File: src/rtl/cordic_angle_pkg.sv
// Shared definitions for the CORDIC angle front end.
//   deg_const : whole degrees -> fixed-point constant with frac_w fraction bits
//   Q1..Q4    : quadrant codes presented to the CORDIC core
//   state_t   : range reducer control states
package cordic_angle_pkg;

   localparam logic [2:0] Q1 = 3'd1;
   localparam logic [2:0] Q2 = 3'd2;
   localparam logic [2:0] Q3 = 3'd3;
   localparam logic [2:0] Q4 = 3'd4;

   typedef enum logic [1:0] {IDLE, REDUCE, FOLD, DONE} state_t;

   function automatic int deg_const(input int deg, input int frac_w);
      return deg << frac_w;
   endfunction

endpackage

File: src/rtl/quadrant_fold.sv
// Folds a reduced angle r in [0,360) degrees into (-90,90] plus a quadrant code.
// Purely combinational.
//   r        : unsigned reduced angle, FRAC_W fraction bits
//   conv     : signed folded angle
//   quadrant : 1..4
module quadrant_fold
   import cordic_angle_pkg::*;
#(
   parameter int ANGLE_W = 20,
   parameter int FRAC_W  = 4
) (
   input  logic        [ANGLE_W-1:0] r,
   output logic signed [ANGLE_W-1:0] conv,
   output logic        [2:0]         quadrant
);

   localparam logic [ANGLE_W-1:0] C90  = ANGLE_W'(deg_const(90,  FRAC_W));
   localparam logic [ANGLE_W-1:0] C180 = ANGLE_W'(deg_const(180, FRAC_W));
   localparam logic [ANGLE_W-1:0] C270 = ANGLE_W'(deg_const(270, FRAC_W));
   localparam logic [ANGLE_W-1:0] C360 = ANGLE_W'(deg_const(360, FRAC_W));

   // Strict '>' keeps 90/180/270 in the lower quadrant with conv = +90.
   // r - C360 wraps to the correct negative two's-complement value.
   always_comb begin
      conv     = $signed(r);
      quadrant = Q1;
      if (r > C270) begin
         conv     = $signed(r - C360);
         quadrant = Q4;
      end else if (r > C180) begin
         conv     = $signed(r - C180);
         quadrant = Q3;
      end else if (r > C90) begin
         conv     = $signed(r - C90);
         quadrant = Q2;
      end
   end

endmodule

File: src/rtl/angle_range_reducer.sv
// Reduces any signed fixed-point angle (degrees) modulo 360 by NSTEP scaled
// subtractions, then folds it into (-90,90] with a quadrant code for CORDIC.
//   clk, rst                    : clock, synchronous active-high reset
//   in_valid/in_ready/in_angle  : input handshake, signed Q(ANGLE_W-FRAC_W).FRAC_W
//   out_valid/out_ready         : result handshake, result held until accepted
//   out_angle_conv/out_quadrant : folded angle and quadrant code 1..4
module angle_range_reducer
   import cordic_angle_pkg::*;
#(
   parameter int ANGLE_W = 20,
   parameter int FRAC_W  = 4
) (
   input  logic                      clk,
   input  logic                      rst,
   input  logic                      in_valid,
   output logic                      in_ready,
   input  logic        [ANGLE_W-1:0] in_angle,
   output logic                      out_valid,
   input  logic                      out_ready,
   output logic signed [ANGLE_W-1:0] out_angle_conv,
   output logic        [2:0]         out_quadrant
);

   localparam int IW    = ANGLE_W - FRAC_W - 1;
   localparam int NSTEP = IW - 8;
   localparam int KW    = (NSTEP > 1) ? $clog2(NSTEP) : 1;
   localparam logic [ANGLE_W-1:0] C360 = ANGLE_W'(deg_const(360, FRAC_W));

   if (IW < 9) begin : g_bad_width
      $error("angle_range_reducer: integer width must be at least 9 bits");
   end

   // 360*2^k table. Since |angle| <= 2^(IW+FRAC_W) < 360*2^NSTEP (in LSBs),
   // a restoring division over k = NSTEP-1..0 leaves mag in [0,360).
   logic [ANGLE_W-1:0] step_tab [NSTEP];
   for (genvar i = 0; i < NSTEP; i++) begin : g_step
      assign step_tab[i] = C360 << i;
   end

   state_t                     state, state_n;
   logic        [ANGLE_W-1:0]  mag, mag_n;
   logic                       neg, neg_n;
   logic        [KW-1:0]       k, k_n;
   logic signed [ANGLE_W-1:0]  conv_n;
   logic        [2:0]          quad_n;
   logic                       valid_n;

   logic        [ANGLE_W-1:0]  fold_r;
   logic signed [ANGLE_W-1:0]  fold_conv;
   logic        [2:0]          fold_quad;

   // Negative inputs map to 360 - remainder, except an exact multiple of 360.
   assign fold_r = (neg && (mag != '0)) ? (C360 - mag) : mag;

   quadrant_fold #(.ANGLE_W(ANGLE_W), .FRAC_W(FRAC_W)) u_fold (
      .r        (fold_r),
      .conv     (fold_conv),
      .quadrant (fold_quad)
   );

   assign in_ready = (state == IDLE);

   always_comb begin
      state_n = state;
      mag_n   = mag;
      neg_n   = neg;
      k_n     = k;
      conv_n  = out_angle_conv;
      quad_n  = out_quadrant;
      valid_n = out_valid;
      case (state)
         IDLE: begin
            if (in_valid) begin
               neg_n   = in_angle[ANGLE_W-1];
               // Unsigned magnitude: the most negative input stays representable.
               mag_n   = in_angle[ANGLE_W-1] ? (ANGLE_W'(0) - in_angle) : in_angle;
               k_n     = KW'(NSTEP - 1);
               state_n = REDUCE;
            end
         end
         REDUCE: begin
            if (mag >= step_tab[k])
               mag_n = mag - step_tab[k];
            if (k == '0)
               state_n = FOLD;
            else
               k_n = k - 1'b1;
         end
         FOLD: begin
            conv_n  = fold_conv;
            quad_n  = fold_quad;
            valid_n = 1'b1;
            state_n = DONE;
         end
         DONE: begin
            if (out_ready) begin
               valid_n = 1'b0;
               state_n = IDLE;
            end
         end
         default: state_n = IDLE;
      endcase
   end

   always_ff @(posedge clk) begin
      if (rst) begin
         state          <= IDLE;
         mag            <= '0;
         neg            <= 1'b0;
         k              <= '0;
         out_angle_conv <= '0;
         out_quadrant   <= Q1;
         out_valid      <= 1'b0;
      end else begin
         state          <= state_n;
         mag            <= mag_n;
         neg            <= neg_n;
         k              <= k_n;
         out_angle_conv <= conv_n;
         out_quadrant   <= quad_n;
         out_valid      <= valid_n;
      end
   end

endmodule

File: config.mk
export PLATFORM = sky130hd
export DESIGN_NAME = angle_range_reducer
export DESIGN_NICKNAME = d
export VERILOG_FILES = /design/src/rtl/cordic_angle_pkg.sv /design/src/rtl/quadrant_fold.sv /design/src/rtl/angle_range_reducer.sv
export SDC_FILE = /design/constraint.sdc
export NUM_CORES = 1
export LEC_CHECK = 0
export CORE_MARGIN = 10
export CORE_UTILIZATION = 55
export CTS_BUF_LIST = sky130_fd_sc_hd__clkbuf_2
export CTS_CLUSTER_DIAMETER = 50
export DETAILED_ROUTE_END_ITERATION = 10
export GPL_TIMING_DRIVEN = 1
export PLACE_DENSITY = 0.78
export SLEW_MARGIN = 20
export SYNTH_ARGS = -nofsm -noshare
export SYNTH_HDL_FRONTEND = slang
export SYNTH_SLANG_ARGS = --single-unit
File: constraint.sdc
create_clock -name clk -period 8.3 [get_ports clk]
set_input_delay 2.49 -clock clk [delete_from_list [all_inputs] [get_ports clk]]
set_output_delay 2.49 -clock clk [all_outputs]
set_load 0.05 [all_outputs]
==> results of run 1 <==
kinds of logic (layout without fill, tap and decap cells):
group                      Yosys count  count (layout)  synth area share, %
and+or+nand+nor                    217             217                 24.0
AOI/OAI and AO/OA                  177             177                 26.6
buffers and inverters               75              96                 6.50
DFF                                 50              50                 21.4
xor gates and xnor gates            45              45                 8.58
adders and majority gates           34              34                 9.25
muxes                               17              17                 3.66
other                                0               1                    0
how the worst min path moves through the flow:
stage	endpoint	slack (ns)	cells after the start
2_1_floorplan	state[0]	0.51	2
3_3_place_gp	out_angle_conv[12]	0.45	2
3_5_place_dp	out_angle_conv[12]	0.45	2
4_1_cts	out_angle_conv[15]	0.48	2
5_1_grt	out_angle_conv[15]	0.50	2
6_report	out_angle_conv[15]	0.48	2
final cells by class:
type,instances,area (um2)
Tap cell,105,131
Clock buffer,6,30.0
Timing Repair Buffer,52,510
Inverter,36,135
Antenna cell,1,2.50
Sequential cell,50,1000
Clock inverter,2,8.76
Multi-Input combinational cell,490,3370
Fill cell,755,3060
sequential cells by signal, summed over array words and instances, names as in the netlist:
register        count
out_quadrant        3
state               2
out_angle_conv     20
k                   3
mag                20
neg                 1
out_valid           1
power groups by stage:
stage / registers (uW) / clock network [uW] / logic, uW
final: 455 / 101 / 1710
after global routing: 469 / 114 / 1910
after CTS: 451 / 104 / 1710
after detailed placement: 457 / 0 / 1700
after global placement: 451 / 0 / 1670
after floorplan: 487 / 0 / 1330
per-layer routing:
| layer | up-vias | track usage (%) | wire length (um) |
|---|---|---|---|
| met3 | 14 | 2.50 | 518 |
| met4 | 0 | 5.25 | 142 |
| li1 | 2276 | - | - |
| met5 | - | 0 | 0 |
| met2 | 121 | 31.3 | 5680 |
| met1 | 2082 | 21.5 | 5420 |
placed cells by master, fill, tap and decap left out, types with 3 or more instances in the layout:
| master | count |
|---|---|
| or3_1 | 6 |
| nor4_1 | 11 |
| nand3b_1 | 4 |
| o41ai_1 | 4 |
| a311oi_1 | 3 |
| a31oi_1 | 7 |
| nor2b_1 | 9 |
| inv_1 | 36 |
| nand3_1 | 15 |
| o2111ai_1 | 3 |
| nor2_1 | 69 |
| a211oi_1 | 25 |
| o21a_1 | 5 |
| ha_1 | 33 |
| o211a_1 | 4 |
| a21boi_0 | 5 |
| buf_4 | 4 |
| nand4_1 | 6 |
| o31ai_1 | 10 |
| o22ai_1 | 3 |
| nor3_1 | 12 |
| clkbuf_2 | 6 |
| a21o_1 | 4 |
| and2_1 | 3 |
| mux2i_1 | 16 |
| o21ai_0 | 34 |
| or2_2 | 6 |
| xnor2_1 | 25 |
| a21oi_1 | 35 |
| xor2_1 | 19 |
| or4_1 | 8 |
| clkdlybuf4s50_1 | 48 |
| nand2b_1 | 8 |
| dfxtp_1 | 50 |
| nand2_1 | 42 |
| o211ai_1 | 6 |
critical path, cell delays in order, from the launching register on:
cell	delay [ns]
dfxtp_1	0.51
or4_1	0.71
or4_4	0.53
o22ai_1	0.58
inv_1	0.15
ha_1	0.26
nor2b_1	0.15
o21a_1	0.19
or4_1	0.50
or3_4	0.37
a32oi_2	0.28
nand2_1	0.10
xnor2_1	0.14
a211oi_1	0.22
stage by stage:
| stage | power, uW | std cells | setup slack (ns) |
|---|---|---|---|
| final | 2270 | 742 | 3.53 |
| after floorplan | 1820 | 615 | 3.91 |
| after global routing | 2500 | 742 | 3.29 |
| after CTS | 2260 | 741 | 3.57 |
| after global placement | 2120 | 733 | 3.27 |
| after detailed placement | 2150 | 733 | 3.19 |
==> results.toml, run 1 <==
[grt]
antenna_found_initial = 1
grt_pass1_vias = 4188
grt_max_degree = 48
grt_pass1_wl_mm = 19.8
grt_overflow = 0
grt_usage_pct = 17.7

[finish]
stdcell_area_um2 = 5190
utilization_pct = 62.9
syn_to_final_growth_pct = 11.0
drive_above_1_share_pct = 5.50
num-nets-final = 693

[synthesis]
syn_nets = 673
yosys_register_bits = 50
synthCells = 615
seq_area_frac_synth_pct = 21.4
yosysMostFrequentCell = "nor2_1"
async_reset_ff_share_pct = 0
yosys.area.top_type = "dfxtp_1"
yosys-top-cells-count = "nor2_1, dfxtp_1, nand2_1"
synth_top_area_share_pct = 21.4
syn_area_per_cell_um2 = 7.61
yosys_most_used_dff = "dfxtp_1"
netlist_area_um2 = 4680
ys_types = 76
synth_enable_flop_cells = 0
yosysWarnings = 0
synth_area_leaders = "dfxtp_1, ha_1, nor2_1"

[sta]
max_slew_margin_pct = 46.0
setup_viol = 0
drv_slew = 0
hold_violations = 0
fin_skew_ns = 0.0152
max_freq_mhz = 210
setup_tns_ns = 0
holdWs_ns = 0.476
worst_slew_pin_slew_ns = 0.805
rsz0062_at_grt = "no"
period_share_pct = 57.5
min_period_ns = 4.77

[floorplan]
ios = 49
die_x_um = 112
die_area_um2 = 12600
initial_utilization_pct = 56.7
coreArea_um2 = 8260
dieHeight_um = 112
rows = 33

[route]
ant_nets = 0
vias = 4493
wirelength_mm = 11.8
drtIter0Drc = 259
drc_errors = 0
wl_per_cell_um = 15.8
viasPerCell = 6.06
drt_first_pass_iters = 4

[pwr]
p_sw_share_pct = 54.5
clkPwrFrac_pct = 4.5
pwr-share-comb_pct = 75.5
peakVddDrop_v = 0.000178
powerDensity_nw_per_um2 = 437
seqPwrFrac_pct = 20.1
p_int_uw = 1030
p_leak_uw = 0.00199
switchingPower_uw = 1240

[critical_path]
path_max_fanout = 12
endpoint = "out_angle_conv[17]"
r2r_end = "out_angle_conv[17]"
r2r_cells = 13
worstPathRequired_ns = 8.67
end_kind = "flop"
startpoint = "mag[13]"
cp.arrival_ns = 5.14
reg2reg_slack_ns = 3.53
critPathLaunchType = "flop"
r2r-start = "mag[13]"
path_class = "flop to flop"

[clocking]
h-tree-depth = 2
cts_setup_buffers = 0
cts_tree = "yes"
cts.sinks = 50
clock_latency_ns = 0.44
numCtsBuffers = 5
cts.clk_slew.worst_paths_ns = 0.26
cts_resized = 0
clock-root-buffer = "clkbuf_2"
ctsHoldBuffers = 0
clockBufferDepth = 2

[place]
dpl-instance-area_um2 = 5150
dp_hpwl_mm = 9.21
gp_congestion = 0.961
io_buffer_count = 48

[run]
cap_violations = 0

[worst_hold_path]
min_from = "out_angle_conv[15]"
hp-class = "flop to flop"

[status]
status = "finished clean"
Power figures use the tool's default switching activity.
==> inputs of run 2 (changes only) <==
==> constraint.sdc (replaced) <==
create_clock -name clk -period 4.8 [get_ports clk]
set_input_delay 1.44 -clock clk [delete_from_list [all_inputs] [get_ports clk]]
set_output_delay 1.44 -clock clk [all_outputs]
set_load 0.05 [all_outputs]
==> results.toml, run 2 (synthesized netlist as in run 1, its figures left out) <==
[status]
status = "finished clean"

[clocking]
cts.clk_slew.worst_paths_ns = 0.28
cts.sinks = 50
cts_resized = 0
cts_setup_buffers = 0
clock_latency_ns = 0.46
h-tree-depth = 2
cts_tree = "yes"
clock-root-buffer = "clkbuf_2"
ctsHoldBuffers = 0
numCtsBuffers = 5
clockBufferDepth = 2

[finish]
reg.largest.list = "mag (20), out_angle_conv (20)"
stdcell_area_um2 = 5220
drive_above_1_share_pct = 5.95
syn_to_final_growth_pct = 11.5
final_cell_mix = "nor2_1, dfxtp_1, clkdlybuf4s50_1"
final_common_cell = "nor2_1"
utilization_pct = 63.2
n_fill_cell = 764
num-nets-final = 696

[critical_path]
endpoint = "out_angle_conv[17]"
startpoint = "mag[13]"
cp.arrival_ns = 4.59
reg2reg_slack_ns = 0.59
critPathLaunchType = "flop"
path_max_fanout = 12
end_kind = "flop"
path_class = "flop to flop"
worstPathRequired_ns = 5.18
r2r_end = "out_angle_conv[17]"
r2r-start = "mag[13]"
r2r_cells = 13

[floorplan]
die_x_um = 112
die_area_um2 = 12600
dieHeight_um = 112
coreArea_um2 = 8260
initial_utilization_pct = 56.7
ios = 49
rows = 33

[route]
drt_first_pass_iters = 5
viasPerCell = 6.14
vias = 4575
highest_layer = "met4"
wl_met3_um = 506
drt-met1-wl_mm = 5.46
ant_nets = 0
wl_per_cell_um = 16.2
dr_wl_met2_mm = 5.84
drtIter0Drc = 345
drc_errors = 0
wirelength_mm = 12.1

[place]
dpl-instance-area_um2 = 5170
gp_congestion = 0.932
preCtsSetupSlack_ns = 0.686
dp_hpwl_mm = 9.34
io_buffer_count = 48

[sta]
drv_slew = 0
rsz0062_at_grt = "no"
max_freq_mhz = 237
max_slew_margin_pct = 44.1
worst_slew_pin_slew_ns = 0.835
setup_viol = 0
fin_skew_ns = 0.0334
min_period_ns = 4.21
finalWorstSetupSlack_ns = 0.586
hold_violations = 0
setup_tns_ns = 0
period_share_pct = 87.8

[grt]
grt_usage_pct = 18.7
antenna_found_initial = 1
grt_pass1_wl_mm = 20.7
grt_overflow = 0
grt_max_degree = 48
grt_pass1_vias = 4424

[run]
cap_violations = 0

[pwr]
powerDensity_nw_per_um2 = 763
peakVddDrop_v = 0.000344
p_leak_uw = 0.00200
power_uw = 3980

[worst_hold_path]
hp-class = "flop to flop"
run 2: changes by cell type in the layout (fill, tap and decap cells not counted):
cell,before,now
buf_4,4,7
run 2: metal layers:
layer	track usage [%]	vias up
met5	0	-
met4	6.85	0
met3	2.50	21
met2	32.4	128
met1	23.1	2144
li1	-	2282
run 2: cell type report:
type | instances | area (um2) | area share, %
sequential | 50 | 1000 | 19.2
tap | 105 | 131 | 2.52
multi-input combinational | 490 | 3370 | 64.7
clock inverter | 2 | 8.76 | 0.168
timing repair buffer | 55 | 533 | 10.2
antenna | 1 | 2.50 | 0.0480
clock buffer | 6 | 30.0 | 0.576
inverter | 36 | 135 | 2.59
run 2: through the flow:
step | cells | hold WS [ns]
floorplan | 615 | 0.511
global placement | 736 | 0.451
detailed placement | 736 | 0.459
CTS | 744 | 0.487
global route | 745 | 0.504
finish | 745 | 0.486
run 2: worst min path at each step:
stage | slack (ns) | to | cells past startpoint | start
3_5_place_dp | 0.46 | out_quadrant[1] | 2 | out_quadrant[1]
2_1_floorplan | 0.51 | state[0] | 2 | state[0]
6_report | 0.49 | out_angle_conv[12] | 2 | out_angle_conv[12]
4_1_cts | 0.49 | out_angle_conv[15] | 2 | out_angle_conv[15]
3_3_place_gp | 0.45 | out_angle_conv[12] | 2 | out_angle_conv[12]
5_1_grt | 0.50 | out_angle_conv[15] | 2 | out_angle_conv[15]
run 2: report_power, final:
group          switching, uW  leakage [uW]  internal [uW]  total, uW
Combinational           1810       0.00156           1210       3020
Clock                    140     0.0000304           35.8        176
Sequential               228      0.000410            553        780
Total                   2180       0.00200           1800       3980
run 2: critical path, cell delays in order, from the launching register on:
cell and delay (ns):
dfxtp_1 0.50, or4_1 0.71, or4_4 0.53, o22ai_1 0.18, buf_4 0.17, ha_1 0.21
nor2b_1 0.08, o21a_1 0.18, or4_1 0.49, or3_4 0.37, a32oi_2 0.25, nand2_1 0.09
xnor2_1 0.15, a211oi_1 0.22
